==> src/rtl/alu_seq_ctrl.sv <==
// alu_seq_ctrl: front-panel sequencer for the ALU datapath.
// Operands A, B and the opcode are shifted in one bit at a time from push
// buttons. The block then pulses alu_start and waits for alu_done, giving up
// after TIMEOUT cycles. The result (or 0 plus err on timeout) is held for display.
module alu_seq_ctrl #(
  parameter int WIDTH   = 8,
  parameter int OPW     = 3,
  parameter int TIMEOUT = 255
) (
  input  logic             hz100,
  input  logic             reset,
  input  logic             btn0,
  input  logic             btn1,
  input  logic             btn_next,
  input  logic             btn_clr,
  input  logic             alu_done,
  input  logic [WIDTH-1:0] alu_result,
  output logic [WIDTH-1:0] alu_a,
  output logic [WIDTH-1:0] alu_b,
  output logic [OPW-1:0]   alu_op,
  output logic             alu_start,
  output logic [WIDTH-1:0] result,
  output logic             err,
  output logic             busy,
  output logic [2:0]       state
);

  localparam logic [2:0] S_ENTER_A  = 3'd0;
  localparam logic [2:0] S_ENTER_B  = 3'd1;
  localparam logic [2:0] S_ENTER_OP = 3'd2;
  localparam logic [2:0] S_START    = 3'd3;
  localparam logic [2:0] S_WAIT     = 3'd4;
  localparam logic [2:0] S_SHOW     = 3'd5;

  localparam int CW = (TIMEOUT < 2) ? 1 : $clog2(TIMEOUT + 1);
  localparam logic [CW-1:0] CNT_LAST = CW'(TIMEOUT - 1);

  // Button index order in the edge-detect vectors: {clr, next, one, zero}
  logic [3:0]       btn_vec;
  logic [3:0]       prev_reg;
  logic [3:0]       pulse;
  logic             bit_en;
  logic             bit_val;

  logic [2:0]       state_reg, state_next;
  logic [WIDTH-1:0] a_reg, a_next;
  logic [WIDTH-1:0] b_reg, b_next;
  logic [OPW-1:0]   op_reg, op_next;
  logic [WIDTH-1:0] result_reg, result_next;
  logic             err_reg, err_next;
  logic [CW-1:0]    cnt_reg, cnt_next;

  logic [WIDTH-1:0] a_shift;
  logic [WIDTH-1:0] b_shift;
  logic [OPW-1:0]   op_shift;

  assign btn_vec = {btn_clr, btn_next, btn1, btn0};
  assign pulse   = btn_vec & ~prev_reg;
  // Simultaneous 0 and 1 pulses are ambiguous, so neither is entered.
  assign bit_en  = pulse[0] ^ pulse[1];
  assign bit_val = pulse[1];

  assign a_shift = {a_reg[WIDTH-2:0], bit_val};
  assign b_shift = {b_reg[WIDTH-2:0], bit_val};

  // A one-bit opcode has no lower bits to keep; the new bit replaces it.
  generate
    if (OPW > 1) begin : g_op_wide
      assign op_shift = {op_reg[OPW-2:0], bit_val};
    end else begin : g_op_narrow
      assign op_shift = bit_val;
    end
  endgenerate

  // Next-state and register-update decode for entry, handshake and display.
  always_comb begin
    state_next  = state_reg;
    a_next      = a_reg;
    b_next      = b_reg;
    op_next     = op_reg;
    result_next = result_reg;
    err_next    = err_reg;
    cnt_next    = cnt_reg;
    case (state_reg)
      S_ENTER_A: begin
        if (pulse[3]) begin
          a_next = '0;
        end else begin
          if (bit_en) a_next = a_shift;
          if (pulse[2]) state_next = S_ENTER_B;
        end
      end
      S_ENTER_B: begin
        if (pulse[3]) begin
          b_next = '0;
        end else begin
          if (bit_en) b_next = b_shift;
          if (pulse[2]) state_next = S_ENTER_OP;
        end
      end
      S_ENTER_OP: begin
        if (pulse[3]) begin
          op_next = '0;
        end else begin
          if (bit_en) op_next = op_shift;
          if (pulse[2]) state_next = S_START;
        end
      end
      S_START: begin
        cnt_next   = '0;
        state_next = S_WAIT;
      end
      S_WAIT: begin
        if (alu_done) begin
          result_next = alu_result;
          err_next    = 1'b0;
          state_next  = S_SHOW;
        end else if (cnt_reg == CNT_LAST) begin
          result_next = '0;
          err_next    = 1'b1;
          state_next  = S_SHOW;
        end else begin
          cnt_next = cnt_reg + CW'(1);
        end
      end
      S_SHOW: begin
        if (pulse[2]) begin
          a_next     = '0;
          b_next     = '0;
          op_next    = '0;
          err_next   = 1'b0;
          state_next = S_ENTER_A;
        end
      end
      default: begin
        state_next = S_ENTER_A;
      end
    endcase
  end

  // State and datapath registers; reset takes effect without waiting for hz100.
  always_ff @(posedge hz100 or posedge reset) begin
    if (reset) begin
      prev_reg   <= '0;
      state_reg  <= S_ENTER_A;
      a_reg      <= '0;
      b_reg      <= '0;
      op_reg     <= '0;
      result_reg <= '0;
      err_reg    <= 1'b0;
      cnt_reg    <= '0;
    end else begin
      prev_reg   <= btn_vec;
      state_reg  <= state_next;
      a_reg      <= a_next;
      b_reg      <= b_next;
      op_reg     <= op_next;
      result_reg <= result_next;
      err_reg    <= err_next;
      cnt_reg    <= cnt_next;
    end
  end

  // alu_start and busy decode straight from state, so reset drops them at once.
  assign alu_start = (state_reg == S_START);
  assign busy      = (state_reg == S_START) || (state_reg == S_WAIT);
  assign state     = state_reg;
  assign alu_a     = a_reg;
  assign alu_b     = b_reg;
  assign alu_op    = op_reg;
  assign result    = result_reg;
  assign err       = err_reg;

endmodule
==> config.mk <==
export PLATFORM = sky130hd
export DESIGN_NAME = alu_seq_ctrl
export DESIGN_NICKNAME = d
export VERILOG_FILES = /design/src/rtl/alu_seq_ctrl.sv
export SDC_FILE = /design/constraint.sdc
export NUM_CORES = 1
export LEC_CHECK = 0
export BUFFER_PORTS_ARGS = -buffer_cell sky130_fd_sc_hd__buf_2
export CAP_MARGIN = 20
export CORE_UTILIZATION = 47
export DETAILED_ROUTE_END_ITERATION = 6
export GPL_ROUTABILITY_DRIVEN = 0
export PLACE_DENSITY = 0.8
export SYNTH_ARGS = -nofsm -noshare
export SYNTH_HDL_FRONTEND = slang
export SYNTH_SLANG_ARGS = --single-unit
==> constraint.sdc <==
create_clock -name hz100 -period 2.1 [get_ports hz100]
set_clock_uncertainty 0.2 [all_clocks]
set_input_delay 0.21 -clock hz100 [delete_from_list [all_inputs] [get_ports hz100]]
set_output_delay 0.21 -clock hz100 [all_outputs]
set_load 0.01 [all_outputs]
==> impl_metrics.yaml <==
timing:
  max-slew-margin-rel_pct: 39.76
  period_needed_ns: 2.019
  setup_viol: 0
  max_freq_mhz: 495.3
  fin_crit_sh_pct: 96.13
  slew_violations: 0
  fin_ws_ns: 0.08119
  worst_pin_slew_ns: 0.8981
  hold_viol: 0
floorplanning:
  ios: 48
  floorplan.initialDensity_pct: 50.70
  dieWidth_um: 65.78
  die_h_um: 65.78
  dieArea_um2: 4327
  core_area_um2: 3771
  rows: 22
route:
  drc: 0
  wl_per_cell_um: 12.61
  dr_total_vias: 1572
  ant_nets: 0
  firstDrtPassIters: 4
  via_per_inst: 5.121
  totalWireLength_um: 3871
  drt_iter0_drc: 112
setup_path:
  crit_fanout: 2
  path_class: "in -> reg"
  r2r_end: "cnt_reg[3]$_DFFE_PP0P_"
  reg2reg_depth: 8
  critPathRequiredTime_ns: 2.10
  start_kind: "input port"
  crit_arrival_ns: 2.01
  cp_slowest_cell: "dlygate4sd3_1"
  reg2reg_from: "cnt_reg[0]$_DFFE_PP0P_"
  critPathCaptureType: "register"
  reg2reg_setup_slack_ns: 0.13
  crit_chain: "dlygate4sd3_1 > buf_2 > nor2b_2 > xnor2_2 > nor2_1 > o41ai_2 > mux2_2"
  max_stage_delay_ns: 0.53
power:
  cellPowerDensity_nw_per_um2: 1183
  leakagePower_nw: 1.272
  max-vdd-ir-drop_mv: 0.5453
place:
  place_ws_ns: 0.1088
  dp_hpwl_um: 2672
  place_area_um2: 2268
  port_buffers: 47
synthesis:
  ys_types: 38
  synth_top_area_cell: "dfrtp_1"
  yosys_warnings: 0
  yosysSeqAreaShare_pct: 56.28
  synth_area_leaders: "dfrtp_1 (56%), nand2_1 (7.7%), o21ai_0 (4.2%), a22o_1 (3.7%), mux2_2 (1.8%)"
  async_flop_share_pct: 100.0
  synth.top_cell.area_share_pct: 56.28
  yosys_most_used_dff: "dfrtp_1"
  syn-instance-count: 185
  ys_ff_latch: 43
  syn_area_um2: 1912
  synth_nets: 202
  syn_avg_cell_area_um2: 10.33
  synth_edf_count: 0
cts:
  cts.sinks: 43
  cts_tree: "yes"
  clk_pin_slew_ns: 0.08
  numCtsBuffers: 5
  clkLatencyLatePin_ns: 0.31
  root_buffer: "clkbuf_8"
  cts_max_level: 2
  clk_path_buf_depth: 2
hold_path:
  worstHoldPathType: "in -> reg"
  hold_path_startpoint: "alu_done"
  hold_end: "err$_DFFE_PP0P_"
  hold-path-cell-count: 3
final_layout:
  layout_common_cells: "buf_2 (47), dfrtp_1 (42), nand2_1 (39)"
  seq_area_um2: 1077
  fillCellCount: 298
  final_common_cell: "buf_2"
  area_growth_pct: 32.85
  nets: 275
  diodes: 0
  final_layout_size_suffix_gt1_share_pct: 31.66
  final_area_um2: 2540
  multi_input_area_um2: 797.0
global_route:
  grt_use_met3_pct: 4.828
  grt.total_usage_pct: 19.41
  grt_max_degree: 28
  grtUsageMet2_pct: 29.59
  use_met1_pct: 24.77
  gr-max-usage-layer: "met2"
  grt_pass1_vias: 1366
  overflow: 0
  antenna_found_initial: 0
  grt_pass1_wl_um: 6147
job:
  maxCapViolations: 0
run_status:
  outcome: "complete, no violations"
[how the worst max path moves through the flow]
| stage | end | cells past startpoint | slack [ns] | startpoint |
|---|---|---|---|---|
| floorplan | cnt_reg[7]$_DFFE_PP0P_ | 6 | 0.02 | state[0]$_DFFE_PP0P_ |
| global placement | cnt_reg[5]$_DFFE_PP0P_ | 8 | 0.17 | cnt_reg[0]$_DFFE_PP0P_ |
| detailed placement | cnt_reg[5]$_DFFE_PP0P_ | 8 | 0.11 | cnt_reg[0]$_DFFE_PP0P_ |
| CTS | alu_start | 4 | 0.06 | state[2]$_DFFE_PP0P_ |
| global route | alu_op[0]$_DFFE_PP0P_ | 7 | -0.01 | btn0 |
| finish | alu_op[0]$_DFFE_PP0P_ | 7 | 0.08 | btn0 |
[stage by stage]
stage / setup TNS [ns] / instances / hold WS [ns] / utilization [%] / power [mW]
final: 0 / 307 / 0.07008 / 67.35 / 3.004
after global routing: -0.02308 / 307 / 0.1121 / 67.35 / 3.213
after CTS: 0 / 306 / 0.07224 / 66.59 / 3.009
after detailed placement: 0 / 285 / 0.1340 / 60.15 / 2.344
after global placement: 0 / 285 / 0.1338 / 60.15 / 2.305
after floorplan: 0 / 185 / 0.04143 / - / 1.899
[layout make-up]
class | instances | share of cell area [%]
inverter | 8 | 1.182
timing repair buffer | 73 | 18.23
tap | 48 | 2.365
clock buffer | 5 | 2.709
clock inverter | 3 | 1.724
sequential | 43 | 42.41
multi-input combinational | 127 | 31.38
[Yosys cell counts (2+ instances only)]
cell and instances:
a22o_1 8, nand2_1 39, mux2i_1 3, nor3_1 2, nor2_1 6, nand3_1 5, inv_1 8, and2_1 2
xor2_1 3, nand4_1 3, buf_2 2, clkbuf_1 4, a21oi_1 4, dfrtp_1 43, nand2b_1 4, ha_1 2
and3_1 4, o21ai_0 16, nor2b_1 5, mux2_2 3, xnor2_1 2
[critical path, delay by kind of cell]
family / cells / cell delay (ns)
XOR/XNOR: 1 / 0.17
multiplexers: 1 / 0.38
AO/OA/AOI/OAI: 1 / 0.38
AND/OR/NAND/NOR: 2 / 0.23
buffers and inverters: 2 / 0.65
[what timing repair did]
item | 4_1_cts | 5_1_grt
endpoints found under the hold margin | 37 | 0
buffers inserted | 0 | 1
endpoints found under the setup margin | 0 | 7
hold buffers | 13 | 0
gates resized for setup | 0 | 6
[logic make-up after synthesis]
logic type	after synthesis	synth area share [%]
flops	43	56.28
simple gates	76	19.90
fa+ha+maj	2	1.309
mux	6	3.338
xor+xnor	5	2.291
buf+inv	15	3.076
compound gates	38	13.81
[report_power, final]
group          switching (mW)  total, mW  internal, mW  leakage, nW
combinational           0.595       1.10         0.504        0.646
sequential              0.181       1.26          1.08        0.568
clock                   0.292      0.646         0.354       0.0581
[routing by layer]
metal / wire [um] / up-vias
li1: - / 783
met1: 1751 / 730
met2: 1823 / 49
met3: 210 / 10
met4: 87 / 0
met5: 0 / -
Power figures use the tool's default switching activity.
